--- src/rtl/md_lsu.sv ---
// md_lsu - load/store initiator for the data memory word port.
//
// Accepts one byte-addressed load or store at a time over a valid/ready
// handshake and turns it into word-indexed memory strobes. Byte and
// halfword stores are done as read-modify-write; loads are sign or zero
// extended. Every accepted request gets exactly one response pulse.
//
// Ports:
//   CLK, RST_N                 clock (rising edge), async active-low reset
//   REQ_VALID / REQ_READY      request handshake (READY high only in IDLE)
//   REQ_WE, REQ_SIZE, REQ_UNS  store flag, access size, zero-extend flag
//   REQ_ADDR, REQ_WDATA        byte address, right-aligned store data
//   RSP_VALID, RSP_RDATA,      one-cycle response pulse, extended load
//   RSP_ERR                    data (0 for stores/errors), reject flag
//   ADR, DIN, W, R             memory word index, write word, strobes
//   DOUT                       memory read word (combinational)

module md_lsu #(
    parameter int DEPTH = 128,
    parameter int IDX_W = 7
) (
    input  logic        CLK,
    input  logic        RST_N,
    input  logic        REQ_VALID,
    output logic        REQ_READY,
    input  logic        REQ_WE,
    input  logic [1:0]  REQ_SIZE,
    input  logic        REQ_UNS,
    input  logic [31:0] REQ_ADDR,
    input  logic [31:0] REQ_WDATA,
    output logic        RSP_VALID,
    output logic [31:0] RSP_RDATA,
    output logic        RSP_ERR,
    output logic [31:0] ADR,
    output logic [31:0] DIN,
    output logic        W,
    output logic        R,
    input  logic [31:0] DOUT
);

    typedef enum logic [1:0] {IDLE, RD, WR, RESP} state_t;

    state_t state;
    state_t state_next;

    // Only the bits that address a legal word and its lanes are kept;
    // the range check is made on the live request address at accept.
    logic [IDX_W+1:0] addr_q;
    logic [31:0]      wdata_q;
    logic [31:0]      word_q;
    logic [1:0]       size_q;
    logic             we_q;
    logic             uns_q;
    logic             err_q;

    logic             accept;
    logic             req_err;
    logic [31:0]      merged;
    logic [31:0]      load_data;
    logic [7:0]       byte_sel;
    logic [15:0]      half_sel;

    assign accept = REQ_VALID && (state == IDLE);

    assign req_err = (REQ_SIZE == 2'b11)
                  || ((REQ_SIZE == 2'b01) && REQ_ADDR[0])
                  || ((REQ_SIZE == 2'b10) && (REQ_ADDR[1:0] != 2'b00))
                  || (REQ_ADDR[31:2] >= 30'(DEPTH));

    // State register
    always_ff @(posedge CLK or negedge RST_N) begin
        if (!RST_N) begin
            state <= IDLE;
        end else begin
            state <= state_next;
        end
    end

    // Next-state logic. Word stores skip the read; every other legal
    // access reads first (loads to return data, sub-word stores to merge).
    always_comb begin
        state_next = state;
        case (state)
            IDLE: begin
                if (accept) begin
                    if (req_err)
                        state_next = RESP;
                    else if (REQ_WE && (REQ_SIZE == 2'b10))
                        state_next = WR;
                    else
                        state_next = RD;
                end
            end
            RD:      state_next = we_q ? WR : RESP;
            WR:      state_next = RESP;
            RESP:    state_next = IDLE;
            default: state_next = IDLE;
        endcase
    end

    // Request capture at accept, and read-word capture at the end of RD.
    always_ff @(posedge CLK or negedge RST_N) begin
        if (!RST_N) begin
            addr_q  <= '0;
            wdata_q <= '0;
            word_q  <= '0;
            size_q  <= '0;
            we_q    <= 1'b0;
            uns_q   <= 1'b0;
            err_q   <= 1'b0;
        end else begin
            if (accept) begin
                addr_q  <= REQ_ADDR[IDX_W+1:0];
                wdata_q <= REQ_WDATA;
                size_q  <= REQ_SIZE;
                we_q    <= REQ_WE;
                uns_q   <= REQ_UNS;
                err_q   <= req_err;
            end
            if (state == RD) begin
                word_q <= DOUT;
            end
        end
    end

    // Store word: the captured read word with only the addressed
    // little-endian lane replaced; a full word store uses wdata as is.
    always_comb begin
        merged = word_q;
        case (size_q)
            2'b00:   merged[{addr_q[1:0], 3'b000} +: 8]  = wdata_q[7:0];
            2'b01:   merged[{addr_q[1], 4'b0000} +: 16]  = wdata_q[15:0];
            default: merged = wdata_q;
        endcase
    end

    // Load lane select and extension.
    always_comb begin
        byte_sel = word_q[{addr_q[1:0], 3'b000} +: 8];
        half_sel = word_q[{addr_q[1], 4'b0000} +: 16];
        case (size_q)
            2'b00:   load_data = uns_q ? {24'b0, byte_sel}
                                       : {{24{byte_sel[7]}}, byte_sel};
            2'b01:   load_data = uns_q ? {16'b0, half_sel}
                                       : {{16{half_sel[15]}}, half_sel};
            default: load_data = word_q;
        endcase
    end

    // Outputs decoded from registered state only, so strobes drop the
    // moment reset forces the state back to IDLE.
    always_comb begin
        REQ_READY = (state == IDLE);
        RSP_VALID = 1'b0;
        RSP_RDATA = '0;
        RSP_ERR   = 1'b0;
        ADR       = '0;
        DIN       = '0;
        W         = 1'b0;
        R         = 1'b0;
        case (state)
            RD: begin
                R   = 1'b1;
                ADR = {{(32-IDX_W){1'b0}}, addr_q[IDX_W+1:2]};
            end
            WR: begin
                W   = 1'b1;
                ADR = {{(32-IDX_W){1'b0}}, addr_q[IDX_W+1:2]};
                DIN = merged;
            end
            RESP: begin
                RSP_VALID = 1'b1;
                RSP_ERR   = err_q;
                RSP_RDATA = (err_q || we_q) ? 32'b0 : load_data;
            end
            default: ;
        endcase
    end

endmodule

--- config.mk ---
export PLATFORM = sky130hd
export DESIGN_NAME = md_lsu
export DESIGN_NICKNAME = d
export VERILOG_FILES = /design/src/rtl/md_lsu.sv
export SDC_FILE = /design/constraint.sdc
export NUM_CORES = 1
export LEC_CHECK = 0
export ABC_AREA = 1
export CORE_MARGIN = 2
export CORE_UTILIZATION = 40
export CTS_BUF_LIST = sky130_fd_sc_hd__clkbuf_16
export CTS_CLUSTER_DIAMETER = 120
export DETAILED_ROUTE_END_ITERATION = 8
export PLACE_DENSITY = 0.82
export SYNTH_ARGS = -nofsm -noshare
export SYNTH_HDL_FRONTEND = slang
export SYNTH_SLANG_ARGS = --single-unit
--- constraint.sdc ---
create_clock -name CLK -period 4.15 [get_ports CLK]
set_input_delay 1.245 -clock CLK [delete_from_list [all_inputs] [get_ports CLK]]
set_output_delay 1.245 -clock CLK [all_outputs]
set_load 0.02 [all_outputs]
==> metrics.csv <==
stage;metric;value;unit
status;outcome;finished clean;
floorplanning;start_util;40.57;%
synth;synth-seq-cells;80;
timing;fin_setup_tns;0;ns
timing;rsz0062_at_grt;false;
synth;synth_compound_area_share;24.41;%
worst_setup_path;cp_data_arrival_time;2.80;ns
worst_setup_path;start_kind;register;
drt;firstDrtPassIters;6;
drt;highest_layer;met4;
synth;yosysTopAreaCell;dfrtp_1;
synth;synth_adder_area_share;2.015;%
min_path;min_path_type;register to register;
synth;yosys_warnings;0;
worst_setup_path;critPathSlowestCell;clkdlybuf4s50_1;
synth;synth_area;0.005588;mm2
global_route;groute.usage.overall;25.53;%
place;dp_cells;1142;
pwr;p_per_area;792.2;mW/mm2
floorplanning;num_rows;43;
place;port_buffers;178;
synth;ys_types;32;
floorplanning;die-area;0.01493;mm2
timing;relSlewSlack;28.45;%
timing;clock_skew;0.005015;ns
global_route;grt_start_max_net_pins;81;
worst_setup_path;worstSetupEndpointType;output port;
drt;wl_per_cell;16.32;um
finish;seqCellArea;0.002002;mm2
drt;drt_iter0_drc;725;
synth;ys_seq_area_share;35.83;%
worst_setup_path;worst-path-buf-inv;4;
cts;clk_pin_slew;0.06;ns
pwr;peakVddDrop;0.4455;mV
drt;ant_nets;0;
timing;slew_violations;0;
synth;syn_avg_cell_area;6.814;um2
timing;fin_crit_sh;97.43;%
place;hpwlAfterDp;14090;um
drt;wl_met2;8346;um
drt;via_per_inst;5.274;
finish;area_growth;38.33;%
cts;numCtsBuffers;9;
cts;cts_buffer_depth;2;
cts;h-tree-depth;3;
floorplanning;core_region_area;0.01377;mm2
finish;final_util;56.12;%
finish;fin_nets;1086;
synth;yosys-mux-area-fraction;0.2015;%
place;place_congestion;0.9449;
drt;wl_met3;1902;um
drt;drt-total-wl;18910;um
synth;synth-simple-area-share;25.39;%
global_route;overflow;0;
timing;final-hold-violation-count;0;
worst_setup_path;worstPathMaxFanout;19;
floorplanning;die_w;122.2;um
worst_setup_path;path_common_cell;inv_2;
finish;fillers;1328;
synth;synth_top_area_share;35.83;%
place;placed_cell_area;0.007378;mm2
synth;synth_top_family_by_area;simple AND/OR/NAND/NOR gates;
finish;multi_input_area;0.003008;mm2
synth;synth_cells;820;
pwr;power;6.124;mW
synth;synth_xor_area_share;0;%
worst_setup_path;slowest_delay;0.61;ns
finish;antenna_cells;0;
worst_setup_path;critical_path_class;register to output port;
finish;final_cell_area;0.007730;mm2
timing;worst_pin_slew;1.072;ns
cts;cts_tree;done;
cts;cts_sinks;80;
worst_setup_path;crit_chain;inv_2 -> ha_1 -> inv_2 -> nand4_1 -> buf_4 -> o21ai_0 -> o211a_1 -> clkdlybuf4s50_1;
timing;layout_min_cycle_time;4.043;ns
worst_setup_path;worst_ep_required_time;2.90;ns
cts;cts_root_buf;clkbuf_16;
finish;drive_above_1_share;6.129;%
pwr;p_leak;3.580;nW
synth;synth_area_leaders;dfrtp_1 (36%), nand2_1 (15%), o21ai_0 (12%), a21oi_1 (7.9%), inv_1 (4.3%);
floorplanning;io_pins;204;
global_route;grt_pass1_vias;5664;
global_route;grt_pass1_wl;29510;um
cts;cts_hold_buf;0;
cts;clock_latency;0.35;ns
timing;fmax;247.3;MHz
drt;wirelength_met1;7855;um
drt;vias;6113;
finish;stdcell_count;1159;
global_route;antenna_found_initial;0;
drt;drc;0;
timing;setup_viol;0;
job;maxCapViolCount;0;
floorplanning;dieHeight;122.2;um
worst_setup_path;critPathTopFamily;buffers and inverters;
[timing repair]
action                     4_1_cts  5_1_grt
resized for setup                0       11
setup endpoints to repair        0       25
setup buffers                    0        1
[cells in the mapped netlist, drive strengths merged]
library cell and n:
nand3 30, o31ai 1, a31oi 15, nor2 61, conb 1, ha 9, o211ai 1, o21ai 142
dfrtp 80, o211a 8, o22ai 2, nand4 4, nor3 2, clkbuf 22, inv 69, mux2 1
a21oi 88, nand2 233, buf 51
[cell type report]
type                    count  area share, %
multi-input cells         622          38.91
clock buffers               9          2.914
flip-flops and latches     80          25.90
inverters                  69          3.399
well taps                 180          2.914
repair buffers            192          24.85
clock inverters             7          1.117
[where the power goes]
group	switching [mW]	leakage, nW	total, mW	internal [mW]
clock	0.331	0.153	0.853	0.521
combinational	2.37	2.44	3.70	1.33
sequential	0.414	0.989	1.57	1.16
[path summary, 6_finish.rpt]
path                       cells after the start  slack [ns]                    start                 endpoint
max                                            8        0.11    addr_q[1]$_DFFE_PN0P_                   DIN[2]
min                                            2        0.48  wdata_q[20]$_DFFE_PN0P_  wdata_q[20]$_DFFE_PN0P_
max reg2reg                                    7        2.24     state[1]$_DFFE_PN0P_   wdata_q[8]$_DFFE_PN0P_
min reg2reg                                    2        0.48  wdata_q[20]$_DFFE_PN0P_  wdata_q[20]$_DFFE_PN0P_
max in group asynchronous                      1        2.41                    RST_N     state[0]$_DFFE_PN0P_
min in group asynchronous                      1        1.08                    RST_N  wdata_q[22]$_DFFE_PN0P_
[registers in the layout, summed over array words and instances (netlist names)]
register / flops
word_q: 32
err_q: 1
wdata_q: 32
uns_q: 1
size_q: 2
state: 2
addr_q: 9
we_q: 1
[logic make-up after synthesis]
| family | count (synthesis) |
|---|---|
| AND/OR/NAND/NOR | 330 |
| multiplexers | 1 |
| buffers and inverters | 142 |
| adder cells (fa/ha/maj) | 9 |
| flip-flops | 80 |
| other | 1 |
| AO/OA/AOI/OAI | 257 |
[metrics by stage]
| step | worst slack, ns | hold slack (ns) |
|---|---|---|
| after floorplan | 0.9836 | 0.4492 |
| after global placement | 0.4826 | 0.4634 |
| after detailed placement | 0.4550 | 0.4654 |
| after CTS | 0.03374 | 0.4821 |
| after global routing | 0.001916 | 0.5091 |
| final | 0.1066 | 0.4801 |
[layer usage]
metal,track usage [%],vias up
li1,-,2955
met1,34.93,2749
met2,38.86,358
met3,4.541,51
met4,12.72,0
met5,0,-
[worst reg2reg max path, stage by stage (launching register included)]
cell and delay [ns]:
dfrtp_1 0.40, inv_1 0.12, ha_1 0.27, nand2_1 0.10
inv_1 0.47, buf_4 0.34, nand2_1 0.09, nand2_1 0.06
[cell usage in the layout (no fill, tap or decap), drive strengths merged]
cell type and n:
a21oi 88, a31oi 15, buf 15, bufinv 2, clkbuf 9, clkdlybuf4s50 169
clkinv 4, clkinvlp 2, conb 25, dfrtp 80, dlymetal6s2s 8, ha 9
inv 68, mux2 1, nand2 233, nand3 30, nand4 4, nor2 61
nor3 2, o211a 8, o211ai 1, o21ai 142, o22ai 2, o31ai 1
(Power assumes the default switching activity.)
